==> src/rtl/q3_demux1to16_seq.sv <==
// Serial-to-16-bit demux: bits land at index S; a completed word appears in A one cycle after its 16th bit.
// Backpressure: A is held until a_ready; a word completing while A is unconsumed is dropped and flags overrun.
module q3_demux1to16_seq (
   input  logic        clk,
   input  logic        rstn,
   input  logic        w,
   input  logic        w_valid,
   input  logic        clr,
   output logic [3:0]  S,
   output logic [15:0] A,
   output logic        a_valid,
   input  logic        a_ready,
   output logic        overrun
);

   typedef enum logic {
      EMPTY = 1'b0,
      FULL  = 1'b1
   } state_t;

   state_t      state_q;
   state_t      state_d;
   logic [3:0]  sel_q;
   logic [15:0] staging_q;
   logic [15:0] a_q;
   logic        overrun_q;
   logic        complete;
   logic [15:0] candidate;
   logic        load_a;

   // Bit 15 bypasses staging so the full word is available on the completion edge itself.
   assign complete  = w_valid && !clr && (sel_q == 4'hF);
   assign candidate = {w, staging_q[14:0]};
   assign load_a    = complete && ((state_q == EMPTY) || a_ready);

   always_ff @(posedge clk) begin
      if (!rstn) begin
         sel_q     <= 4'h0;
         staging_q <= 16'h0000;
      end else if (clr) begin
         sel_q     <= 4'h0;
         staging_q <= 16'h0000;
      end else if (w_valid) begin
         sel_q <= sel_q + 4'h1;
         if (complete) begin
            staging_q <= 16'h0000;
         end else begin
            staging_q[sel_q] <= w;
         end
      end
   end

   always_ff @(posedge clk) begin
      if (!rstn) begin
         state_q   <= EMPTY;
         a_q       <= 16'h0000;
         overrun_q <= 1'b0;
      end else begin
         state_q <= state_d;
         if (load_a) begin
            a_q <= candidate;
         end
         if (clr) begin
            overrun_q <= 1'b0;
         end else if (complete && (state_q == FULL) && !a_ready) begin
            overrun_q <= 1'b1;
         end
      end
   end

   always_comb begin
      state_d = state_q;
      case (state_q)
         EMPTY: begin
            if (complete) begin
               state_d = FULL;
            end
         end
         FULL: begin
            if (!complete && a_ready) begin
               state_d = EMPTY;
            end
         end
         default: state_d = EMPTY;
      endcase
   end

   always_comb begin
      a_valid = (state_q == FULL);
      S       = sel_q;
      A       = a_q;
      overrun = overrun_q;
   end

endmodule

==> config.mk <==
export PLATFORM = sky130hd
export DESIGN_NAME = q3_demux1to16_seq
export DESIGN_NICKNAME = d
export VERILOG_FILES = /design/src/rtl/q3_demux1to16_seq.sv
export SDC_FILE = /design/constraint.sdc
export NUM_CORES = 1
export LEC_CHECK = 0
export ABC_AREA = 1
export CAP_MARGIN = 15
export CORE_UTILIZATION = 37
export CTS_CLUSTER_SIZE = 10
export DETAILED_ROUTE_END_ITERATION = 6
export GPL_TIMING_DRIVEN = 0
export PLACE_DENSITY = 0.72
export SYNTH_ARGS = -nofsm -noshare
export SYNTH_HDL_FRONTEND = slang
export SYNTH_SLANG_ARGS = --single-unit
==> constraint.sdc <==
create_clock -name clk -period 1.3 [get_ports clk]
set_input_delay 0.26 -clock clk [delete_from_list [all_inputs] [get_ports clk]]
set_output_delay 0.26 -clock clk [all_outputs]
set_load 0.05 [all_outputs]
==> Yosys cells after proc, flatten, opt, wreduce, memory -nomap -nowiden <==
Index checks and enable logic that the tools add are counted.
{ "totals": {"regBits": 38, "input_bits": 6, "word_cells": 30} }
{ "op_classes": {"addsub": 1, "order_cmp": 2, "eq_ne": 1, "n_mux": 7, "bitwise_logic": 2, "n_reduce_logical": 12} }
{ "ops": {"columns": ["operator", "n"], "rows": [
  ["bitwise mux 16 bit", 1],
  ["two-way mux 16 bit", 1],
  ["logical AND 1 bit", 7],
  ["less-than comparator 4 x 5 -> 1 bit, second input constant", 1],
  ["adder 4 x 1 -> 4 bit, second input constant", 1],
  ["demux 1 bit (select 4 bit)", 1],
  ["equality test 4 bit, second input constant", 1],
  [">= comparator 4 x 1 -> 1 bit, second input constant", 1],
  ["zero test 1 bit", 3],
  ["two-way mux 1 bit", 3],
  ["NOT 1 bit", 2],
  ["case mux 1 bit (2 select lines)", 1],
  ["OR reduction 2 bit", 1],
  ["logical OR 1 bit", 1]
]} }

==> Longest topological paths before layout <==
Gate-level depths: netlist of run 1.
{ "logic_depth": {"ltp_word": 7, "ltp_mapped": 8, "mapped_depth_nobuf": 7} }

==> Least setup slack after synthesis of run 1 <==
OpenSTA, ideal clock, no wires.
{ "synth_timing": {"path_kind": "register to register", "startpoint": "reg sel_q[0], in the netlist S[0]", "endpoint": "reg staging_q[10]", "setup_ps": 116, "t_arrival_ps": 1587, "required_ps": 1184, "setup_slack_ps": -403, "path_stages_with_launch": 8, "n_path_buf": 1, "period_less_slack_ps": 1703, "cell_sequence": "dfxtp_1 -> ha_1 -> nand2_1 -> inv_2 -> nand2_1 -> nand2_2 -> buf_4 -> nor2_1"} }
{ "synth_via": {"elab_chain_len": 6, "elab_cells_between_ends": 9, "classes_between": "2 x order compare; 1 x eq/ne; 4 x mux; 2 x reduce/logical"} }
{ "synth_lines": {"columns": ["element", "line", "text"], "rows": [
  ["start, declared", "23", "logic [3:0] sel_q;"],
  ["start signal, assigned", "44", "sel_q <= sel_q + 4'h1;"],
  ["less-than comparator 4 x 5 -> 1 bit (not written as such) / >= comparator 4 x 1 -> 1 bit (equally long branches)", "48", "staging_q[sel_q] <= w;"],
  ["logical AND 1 bit (not written as such)", "48", null],
  ["two-way mux 1 bit (not written as such)", "48", null],
  ["demux 1 bit (select 4 bit)", "48", null],
  ["bitwise mux 16 bit", "48", null],
  ["two-way mux 16 bit *", "45", "if (complete) begin"],
  ["end signal, assigned by index", "48", null],
  ["end, declared", "24", "logic [15:0] staging_q;"]
]} }
Every way passes the cells marked *; elsewhere a longest branch is shown, timed or not.
A chain may end at the register's enable or synchronous reset.

==> Worst setup path after layout of run 1 <==
{ "layout_timing": {"startpoint": "reg state_q, in the netlist a_valid", "endpoint": "out a_valid"} }
{ "layout_lines": {"columns": ["element", "line", "text"], "rows": [
  ["start, declared", "21", "state_t state_q;"],
  ["start signal, assigned", "59", "state_q <= state_d;"],
  ["end, declared", "11", "output logic a_valid,"]
]} }
No word-level cell between the ends.

==> impl_results.md, run 1 <==
- Crit Path Category: flop to primary output
- Seq/Total Area, Yosys: a little over two fifths
- Dpl cells: between 300 and 400
- Final WL: around 3500 um
- Synthesized net count: 262
- Skew-Pair Late Insertion Delay: ~290 ps
- Worst Path Max Fanout: 2
- Max cap viols: 0
- GR Util All Layers: ~16%
- Core box area: about 4400 sq um
- Starting Density: roughly two fifths
- Area of the multi-input gates: about 800 sq um
- R2r setup slk: about 50 ps
- Die X: 70.7 um
- Top cells by count, synth: 57 x inv_1, 45 x nand2_1, 37 x dfxtp_1, 33 x nor2_1, 29 x o21ai_0
- Clock tree buffer depth: 2
- DP Area: roughly 2100 sq um
- First-pass iteration count of the detailed router: 4
- Register clock-pin slew on the reported worst setup and hold paths: about 70 ps
- Die area: around 5000 sq um
- Post-route cell area: roughly 2300 sq um
- Synth area leader: dfxtp_1
- Die Y: about 71 um
- Area share of the largest cell type after synthesis: 42.5%
- Req. time, crit path: 1040 ps
- Vias per inst: about 4.7
- Sw Ratio: 22.7%
- Post-synth EDFFs: 0
- Clk sinks: 37
- FF+latch count, synth: 37
- # nets final: around 300
- Final Hold Vio Count: 0
- Hold depth: 3
- Internal power: about 1.6 mW
- Overflow after GRT: 0
- Vias in the first global route: 1394
- Final HPWL DP: 2570 um
- Final Skew: around 8 ps
- CP arrival: 1000 ps
- Largest net degree at the start of global routing: 12
- I/O pin count: 28
- Least-Margin Pin Slew: around 370 ps
- Syn Inst Count: approximately 250
- Bufs and invs on worst path: 1
- Leakage power: around 0.96 nW
- Top Family by Delay on Critical Path: buffers and inverters
- Slowest cell on the critical path: clkdlybuf4s15_2
- FF+latch area: ~760 sq um
- Mapped cell area: between 1500 and 2000 sq um
- # diodes: 0
- Average wire per standard cell: 10.3 um
- First-pass GRT wire length: 6120 um
- Yosys warns: 0
- Min cycle time layout: 1260 ps
- R2R depth: 6
- Area grow syn2layout: 30.1%
- Fin crit share: a little over nine tenths
- Drt initial violations: 68
- Combinational Power Share: 5.2%
- CTS H-tree depth: 2
- TNS Setup: 0 ps
- HP Class: input pin to flop
- CTS Root Cell: clkbuf_8
- Clock share of power: between 30% and 40%
- Most common cell in the netlist: inv_1
- Async set-reset flop share out of synthesis: 0%
- Final setup viols: 0
- DRC: 0
- CP endpoint kind: primary output
- Rel. slew slack: 75.5%
- Max Freq: about 790 MHz
- Syn Area/Cell: 6.95 sq um
- Non-filler cells in the finished layout: about 340
- Worst hold start: rstn
- Hold Buf Count CTS: 0
- GPL Wtd Cong: between 0.7 and 0.8
- Main synth FF type: dfxtp_1
- Critical-path cell list: clkdlybuf4s15_2
- Initial antenna violation count: 0
- P per Cell Area: approximately 900 nW/um^2
- Crit. Startpoint: a_valid$_SDFF_PN0_
- RSZ-0062 raised after global routing: yes
- Inserted Clock Buffers: 5
- CTS tree: done
- Worst r2r src: S[0]$_SDFFE_PP0P_
- Max VDD drop: between 0.4 and 0.5 mV
- Fillers: between 400 and 500
- R2r endpoint: overrun$_SDFFE_PP0P_
- I/O Buffers: 26
- Vias: 1593
- Status: completed
- Critical Path Source Type: flop
- WHS Endpoint: A[15]$_SDFFE_PN0P_
- Max incr delay on CP: 370 ps
- Layout cell share with drive strength beyond 1: a little over a fifth
- Sequential power share: 54.9%
- Count of final max-slew check failures: 0
- Post-synthesis cell type count: 20
- NetSw: 470 uW
- Cell Rows: 24
- Fin util: about 51%
- Cells taking the most area after synthesis: dfxtp_1 42%, inv_1 12%, nand2_1 9.7%
- Post-route ant nets: 0
==> flip-flops by register name, indices dropped and copies added (netlist names) <==
| name | cells |
|---|---|
| A | 16 |
| S | 4 |
| overrun | 1 |
| a_valid | 1 |
| staging_q | 15 |
==> cell usage in the layout (no fill, tap or decap), types with 3 or more instances in the layout <==
master           count
a21oi_1              7
buf_2                8
buf_4                7
clkbuf_8             6
clkdlybuf4s15_2     15
dfxtp_1             32
dfxtp_4              4
inv_1               56
nand2_1             39
nand2_2              5
nand2_4              3
nand3_1              3
nand4_1             19
nor2_1              31
o21ai_0             26
o21ai_1              3
==> worst max-delay path by stage <==
stage | depth (start not counted) | end | slack (ps)
2_1_floorplan | 8 | A[10]$_SDFFE_PN0P_ | 5
3_3_place_gp | 7 | A[10]$_SDFFE_PN0P_ | -460
3_5_place_dp | 7 | A[10]$_SDFFE_PN0P_ | -480
4_1_cts | 8 | A[11]$_SDFFE_PN0P_ | 2
5_1_grt | 8 | A[14]$_SDFFE_PN0P_ | -30
6_report | 1 | a_valid | 40
==> through the flow <==
| stage | worst slack (ps) | hold WS (ps) | total power, mW |
|---|---|---|---|
| global route | -25.3 | 263 | 2.16 |
| detailed placement | -484 | 441 | 1.26 |
| CTS | 2.03 | 247 | 2.10 |
| floorplan | 5.06 | 430 | 1.23 |
| finish | 38.1 | 254 | 2.07 |
| global placement | -458 | 440 | 1.26 |
==> final cells by class <==
type	instances	share of cell area (%)
Sequential cell	37	33.4
Timing Repair Buffer	30	12.0
Clock buffer	8	3.97
Tap cell	52	2.87
Multi-Input combinational cell	148	35.2
Inverter	58	9.81
Buffer	8	2.87
==> kinds of logic (layout without fill, tap and decap cells) <==
family	after synthesis	after routing	share of synthesized area, %
AND/OR/NAND/NOR	106	106	28.0
buffers and inverters	66	104	15.3
AO/OA/AOI/OAI	37	37	10.6
flip-flops	37	37	42.5
adder cells (fa/ha/maj)	5	5	3.59
==> power by group through the flow <==
stage / Clock [mW] / Combinational [mW] / Sequential [mW]
floorplan: 0 / 0.0575 / 1.17
global placement: 0 / 0.101 / 1.16
detailed placement: 0 / 0.101 / 1.16
CTS: 0.859 / 0.101 / 1.14
global route: 0.900 / 0.120 / 1.14
finish: 0.827 / 0.108 / 1.14
==> metal layers <==
metal	vias up	routed length, um	GRT usage [%]
met5	-	0	0
met4	0	63	6.67
met3	7	135	4.27
met2	34	1620	26.2
met1	705	1700	18.6
li1	847	-	-
==> repair_timing <==
item | CTS | global route
pin swaps | 0 | 1
buffers inserted | 0 | 4
gates resized for setup | 82 | 25
setup endpoints to repair | 44 | 27
Note: power is estimated with default switching activity, not from simulation.
==> inputs of run 2 (changes only) <==
--- a/config.mk
+++ b/config.mk
@@ -10,8 +10,9 @@
 export CORE_UTILIZATION = 37
 export CTS_CLUSTER_SIZE = 10
 export DETAILED_ROUTE_END_ITERATION = 6
+export DONT_BUFFER_PORTS = 1
 export GPL_TIMING_DRIVEN = 0
-export PLACE_DENSITY = 0.72
+export PLACE_DENSITY = 0.64
 export SYNTH_ARGS = -nofsm -noshare
 export SYNTH_HDL_FRONTEND = slang
 export SYNTH_SLANG_ARGS = --single-unit
==> run 2 against run 1 <==
The run now ends with design-rule violations, negative setup slack left. Cell count decreased by 6.2%. Clock power up 0.7%. Clock skew shrank 1.9 ps. Routed wire length is 4.9% higher. Combinational power fell by 13%. Highest routed layer unchanged.
==> impl_results.md, run 2 (synthesis results as in run 1) <==
- Die Y: 70.7 um (unchanged)
- Clk sinks: 37 (unchanged)
- R2R depth: 8 (+2)
- Failing checks: design-rule violations, negative setup slack
- Die X: 70.7 um (unchanged)
- Max VDD drop: 0.505 mV (+7.1%)
- I/O pin count: 28 (unchanged)
- # nets final: 278 (-7.0%)
- Clock tree buffer depth: 2 (unchanged)
- Count of final max-slew check failures: 0 (unchanged)
- Final HPWL DP: 2500 um (-2.7%)
- Hold Buf Count CTS: 0 (unchanged)
- GPL Wtd Cong: 0.807 (+3.6%)
- Hold depth: 2 (-1)
- Vias in the first global route: 1373 (-1.5%)
- Status: complete, but fails checks
- R2r setup slk: -20 ps (-70 ps)
- Worst r2r src: S[1]$_SDFFE_PP0P_
- Largest net degree at the start of global routing: 12 (unchanged)
- Cell Rows: 24 (unchanged)
- Commonest non-fill, non-tap cell in the layout: inv_1
- Met1 usage: 19.0% (+0.34 points)
- Post-route cell area: 2130 sq um (-6.0%)
- HP Class: input pin to flop
- Overflow after GRT: 0 (unchanged)
- CTS H-tree depth: 2 (unchanged)
- First-pass GRT wire length: 6180 um (+0.90%)
- Post-route ant nets: 0 (unchanged)
- Register clock-pin slew on the reported worst setup and hold paths: 70 ps (about the same)
- R2r endpoint: A[1]$_SDFFE_PN0P_
- Busiest grt layer: met2
- Fin crit share: 102% (+4.7 points)
- Grt met2 use: 26.5% (+0.32 points)
- Area grow syn2layout: 22.4%
- Layout cell share with drive strength beyond 1: 25.4% (+3.9 points)
- Core box area: 4440 sq um (unchanged)
- Vias per inst: 4.77 (+2.1%)
- P per Cell Area: 969 nW/um^2 (+6.3%)
- Hold slack: 137 ps (-117 ps)
- Dpl cells: 303 (-7.9%)
- Inserted Clock Buffers: 5 (unchanged)
- TNS Setup: -76.6 ps (-76.6 ps)
- CTS Root Cell: clkbuf_8
- Post-route setup slack: -23.2 ps (-61.3 ps)
- Worst Path Max Fanout: 6 (+4)
- Max Freq: 756 MHz (-4.6%)
- Min cycle time layout: 1320 ps (+61.3 ps)
- Final Skew: 6.24 ps (-1.89 ps)
- Drt initial violations: 63 (-7.4%)
- RSZ-0062 raised after global routing: yes
- Met3 usage: 4.56% (+0.28 points)
- First-pass iteration count of the detailed router: 6 (+2)
- Worst hold start: w
- Final WL: 3690 um (+4.9%)
- Final setup viols: 11 (+11)
- CTS tree: done
- DP Area: 1850 sq um (-12%)
- # diodes: 0 (unchanged)
- Initial antenna violation count: 0 (unchanged)
- Largest register FFs: 16 (unchanged)
- GR Util All Layers: 15.5% (about the same)
- Crit Path Category: flop to flop
- Starting Density: 39.2% (unchanged)
- Vias: 1526 (-4.2%)
- Rel. slew slack: 65.8% (-9.7 points)
- Max cap viols: 0 (unchanged)
- I/O Buffers: 0 (-100%)
- DRC: 2 (+2)
- Req. time, crit path: 1530 ps (+490 ps)
- Leakage power: 0.888 nW (-7.1%)
- Die area: 4990 sq um (unchanged)
- CP arrival: 1550 ps (+550 ps)
- Least-Margin Pin Slew: 512 ps (+145 ps)
- WHS Endpoint: staging_q[13]$_SDFFE_PP0P_
- Final Hold Vio Count: 0 (unchanged)
- Average wire per standard cell: 11.5 um (+12%)
- Critical Path Source Type: flop
- Skew-Pair Late Insertion Delay: 290 ps (about the same)
- Non-filler cells in the finished layout: 320 (-6.2%)
- CP endpoint kind: flop
- Most frequent cells in the layout: 45 x inv_1, 32 x dfxtp_1, 30 x nor2_1
- Pre-CTS setup slack: -172 ps (+312 ps)
run 2: cell count changes in the layout (fill, tap and decap cells not counted), sizes merged:
cell and change:
clkinv -1, dlygate4sd2 -2, inv +1, buf -2, clkdlybuf4s50 -2, clkdlybuf4s15 -15
run 2: worst max path at each step:
stage	from	endpoint	slack [ps]	depth (start not counted)
floorplan	S[0]$_SDFFE_PP0P_	A[10]$_SDFFE_PN0P_	5	8
global placement	a_valid$_SDFF_PN0_	A[9]$_SDFFE_PN0P_	-160	5
detailed placement	a_valid$_SDFF_PN0_	A[9]$_SDFFE_PN0P_	-170	5
CTS	S[0]$_SDFFE_PP0P_	A[12]$_SDFFE_PN0P_	-20	8
global route	S[0]$_SDFFE_PP0P_	A[0]$_SDFFE_PN0P_	-110	7
finish	S[1]$_SDFFE_PP0P_	A[1]$_SDFFE_PN0P_	-20	8
run 2: stage by stage:
step	util, %	total power [mW]
after detailed placement	41.6	1.24
after floorplan	-	1.23
final	48.0	2.07
after global placement	41.6	1.24
after CTS	45.9	2.08
after global routing	48.0	2.16
run 2: report_power, final:
part	leakage [nW]	internal, mW	switching, mW
clock network	0.0455	0.433	0.401
registers	0.302	1.13	0.0137
logic	0.541	0.0343	0.0595
total	0.888	1.59	0.474
run 2: area by class of cell:
cell class	count	area [sq um]
plain buffers	8	63.8
clock buffers	8	90.1
fillers	456	2310
inverters	58	225
multi-input cells	148	843
flip-flops and latches	37	759
well taps	52	65.1
repair buffers	9	87.6
run 2: routing by layer:
layer  wire length, um  part of all wire (%)
met1              1720                    47
met2              1740                    47
met3               178                   4.8
met4                52                   1.4
met5                 0                     0
run 2: critical path, stage by stage (launching register included):
cell and delay [ps]:
dfxtp_4 500, ha_4 180, nand2_4 70, inv_6 80
nand3_4 100, buf_12 160, nand2_2 50, inv_2 30
nor2_2 90
run 2: what timing repair did:
| action | CTS | global route |
|---|---|---|
| pin swaps | 6 | 19 |
| setup buffers | 5 | 2 |
| hold endpoints to repair | 0 | 0 |
| setup endpoints to repair | 33 | 32 |
| gates resized for setup | 16 | 37 |
| gates cloned | 1 | 1 |
==> inputs of run 3 (changes only) <==
--- a/config.mk
+++ b/config.mk
@@ -10,9 +10,8 @@
 export CORE_UTILIZATION = 37
 export CTS_CLUSTER_SIZE = 10
 export DETAILED_ROUTE_END_ITERATION = 6
-export DONT_BUFFER_PORTS = 1
 export GPL_TIMING_DRIVEN = 0
-export PLACE_DENSITY = 0.64
+export PLACE_DENSITY = 0.7
 export SYNTH_ARGS = -nofsm -noshare
 export SYNTH_HDL_FRONTEND = slang
 export SYNTH_SLANG_ARGS = --single-unit
==> constraint.sdc (replaced) <==
create_clock -name clk -period 1.49 [get_ports clk]
set_input_delay 0.298 -clock clk [delete_from_list [all_inputs] [get_ports clk]]
set_output_delay 0.298 -clock clk [all_outputs]
set_load 0.05 [all_outputs]
==> run 3 against run 2 <==
The flow finishes with violations (design-rule violations). Clock power decreased by 16%. Cell area is 2.2% higher. Clock skew down 2.2 ps. Utilization increased by 1.0 points. Global-route usage fell by 0.065 points. Routed wire length shrank 8.9%. Sequential power decreased by 13%. Combinational power down 6.0%. Worst hold slack improved by 160 ps. Non-clock buffer count is 20 higher. Clock-buffer cell count shrank 1. Critical path type is now flop to primary output.
==> impl_results.md, run 3 (synthesis results as in run 1) <==
- Leakage power: 0.977 nW (+10%)
- Clock tree buffer depth: 2 (unchanged)
- Die Y: 70.7 um (unchanged)
- Inserted Clock Buffers: 5 (unchanged)
- Hold Buf Count CTS: 0 (unchanged)
- HP Class: input pin to flop
- Req. time, crit path: 1190 ps (-340 ps)
- Initial antenna violation count: 0 (unchanged)
- CP endpoint kind: primary output
- Crit Path Category: flop to primary output
- Worst Path Max Fanout: 2 (-4)
- Max VDD drop: 0.386 mV (-24%)
- Largest register FFs: 16 (unchanged)
- Max Freq: between 600 and 700 MHz
- R2R depth: 7 (-1)
- Skew-Pair Late Insertion Delay: 290 ps (about the same)
- GPL Wtd Cong: 0.797 (-1.2%)
- Largest net degree at the start of global routing: 11 (-1)
- Design Power: 1.79 mW (-14%)
- Dpl cells: 329 (+8.6%)
- Die area: 4990 sq um (unchanged)
- Failing checks: design-rule violations
- Max incr delay on CP: 530 ps (+30 ps)
- CP arrival: 1150 ps (-400 ps)
- RSZ-0062 raised after global routing: yes
- Core box area: 4440 sq um (unchanged)
- Status: complete, but fails checks
- # diodes: 0 (unchanged)
- Count of final max-slew check failures: 0 (unchanged)
- Final HPWL DP: 2470 um (-1.3%)
- Slowest cell on the critical path: dlygate4sd2_1
- Hold slack: 300 ps (+163 ps)
- Average wire per standard cell: 9.93 um (-14%)
- Overflow after GRT: 0 (unchanged)
- Final Hold Vio Count: 0 (unchanged)
- Final setup viols: 0 (-11)
- Area grow syn2layout: 25.0%
- Critical-path cell list: dlygate4sd2_1
- Worst hold start: rstn
- Min cycle time layout: approximately 1400 ps
- Layout cell share with drive strength beyond 1: 11.5% (-14 points)
- Hold depth: 3 (+1)
- Fin crit share: between 90% and 100%
- Critical path depth: 1 (-7)
- R2r setup slk: 130 ps (+150 ps)
- DRC: 4 (+2)
- Drt initial violations: 67 (+6.3%)
- P per Cell Area: 819 nW/um^2 (-15%)
- Starting Density: 39.2% (unchanged)
- Commonest non-fill, non-tap cell in the layout: inv_1
- Fin util: 49.1% (+1.0 points)
- Vias in the first global route: 1351 (-1.6%)
- Final Skew: 4.00 ps (-2.24 ps)
- Fillers: 459 (+0.66%)
- Post-route ant nets: 0 (unchanged)
- Die X: 70.7 um (unchanged)
- Top Family by Delay on Critical Path: buffers and inverters
- Max cap viols: 0 (unchanged)
- Critical Path Source Type: flop
- Bufs and invs on worst path: 1 (-2)
- CTS Root Cell: clkbuf_8
- Vias: 1534 (+0.52%)
- Clk sinks: 37 (unchanged)
- GR Util All Layers: 15.5% (-0.065 points)
- I/O Buffers: 26 (+26)
- Non-filler cells in the finished layout: 339 (+5.9%)
- Register clock-pin slew on the reported worst setup and hold paths: 70 ps (about the same)
- Crit. Startpoint: overrun$_SDFFE_PP0P_
- First-pass GRT wire length: 6020 um (-2.5%)
- # nets final: 298 (+7.2%)
- Rel. slew slack: 67.8% (+2.0 points)
- Final WL: 3370 um (-8.9%)
- Least-Margin Pin Slew: 485 ps (-27.2 ps)
- Most frequent cells in the layout: 57 x inv_1, 42 x nand2_1, 33 x dfxtp_1
- CTS tree: done
- First-pass iteration count of the detailed router: 6 (unchanged)
- Cell Rows: 24 (unchanged)
- Worst r2r src: S[0]$_SDFFE_PP0P_
- CTS H-tree depth: 2 (unchanged)
- Vias per inst: 4.53 (-5.1%)
- I/O pin count: 28 (unchanged)
==> run 3: cell types whose count changed in the layout (fill, tap and decap cells not counted), sizes merged <==
cell,before,now
dlygate4sd2,0,14
clkdlybuf4s15,0,7
buf,16,10
clkdlybuf4s50,0,4
==> run 3: what timing repair did <==
action                                  CTS  global route
endpoints found under the hold margin     0             0
endpoints found under the setup margin   34            26
gates resized for setup                  31            10
setup buffers                             0             3
==> run 3: path summary, 6_finish.rpt <==
kind	end
setup / recovery	overrun
hold / removal	A[15]$_SDFFE_PN0P_
setup reg to reg	staging_q[10]$_SDFFE_PP0P_
hold reg to reg	overrun$_SDFFE_PP0P_
==> run 3: routing by layer <==
layer	GRT usage [%]	wire (um)	share of wire, %	vias to the layer above
li1	-	-	-	851
met1	18.9	1650	49	647
met2	24.5	1500	45	28
met3	4.84	129	3.8	8
met4	8.22	82	2.4	0
met5	0	0	0	-
==> run 3: layout make-up <==
cell class                 count  area (sq um)  share of cell area [%]
sequential                    37           748                    34.3
multi-input combinational    148           747                    34.3
timing repair buffer          29           264                    12.1
inverter                      58           220                    10.1
clock buffer                   7          86.3                    3.96
tap                           52          65.1                    2.98
buffer                         8          50.0                    2.29
==> run 3: power by group <==
group	total (mW)	internal [mW]	switching, mW
combinational	0.0882	0.0308	0.0575
sequential	0.995	0.991	0.00384
clock	0.703	0.367	0.336
==> run 3: through the flow <==
step                worst slack [ps]  setup TNS, ps  cell area [sq um]
floorplan                       20.5              0               1750
global placement                -318          -7380               2070
detailed placement              -344          -8080               2070
CTS                             4.50              0               2150
global route                   -12.8          -12.8               2180
finish                          44.8              0               2180
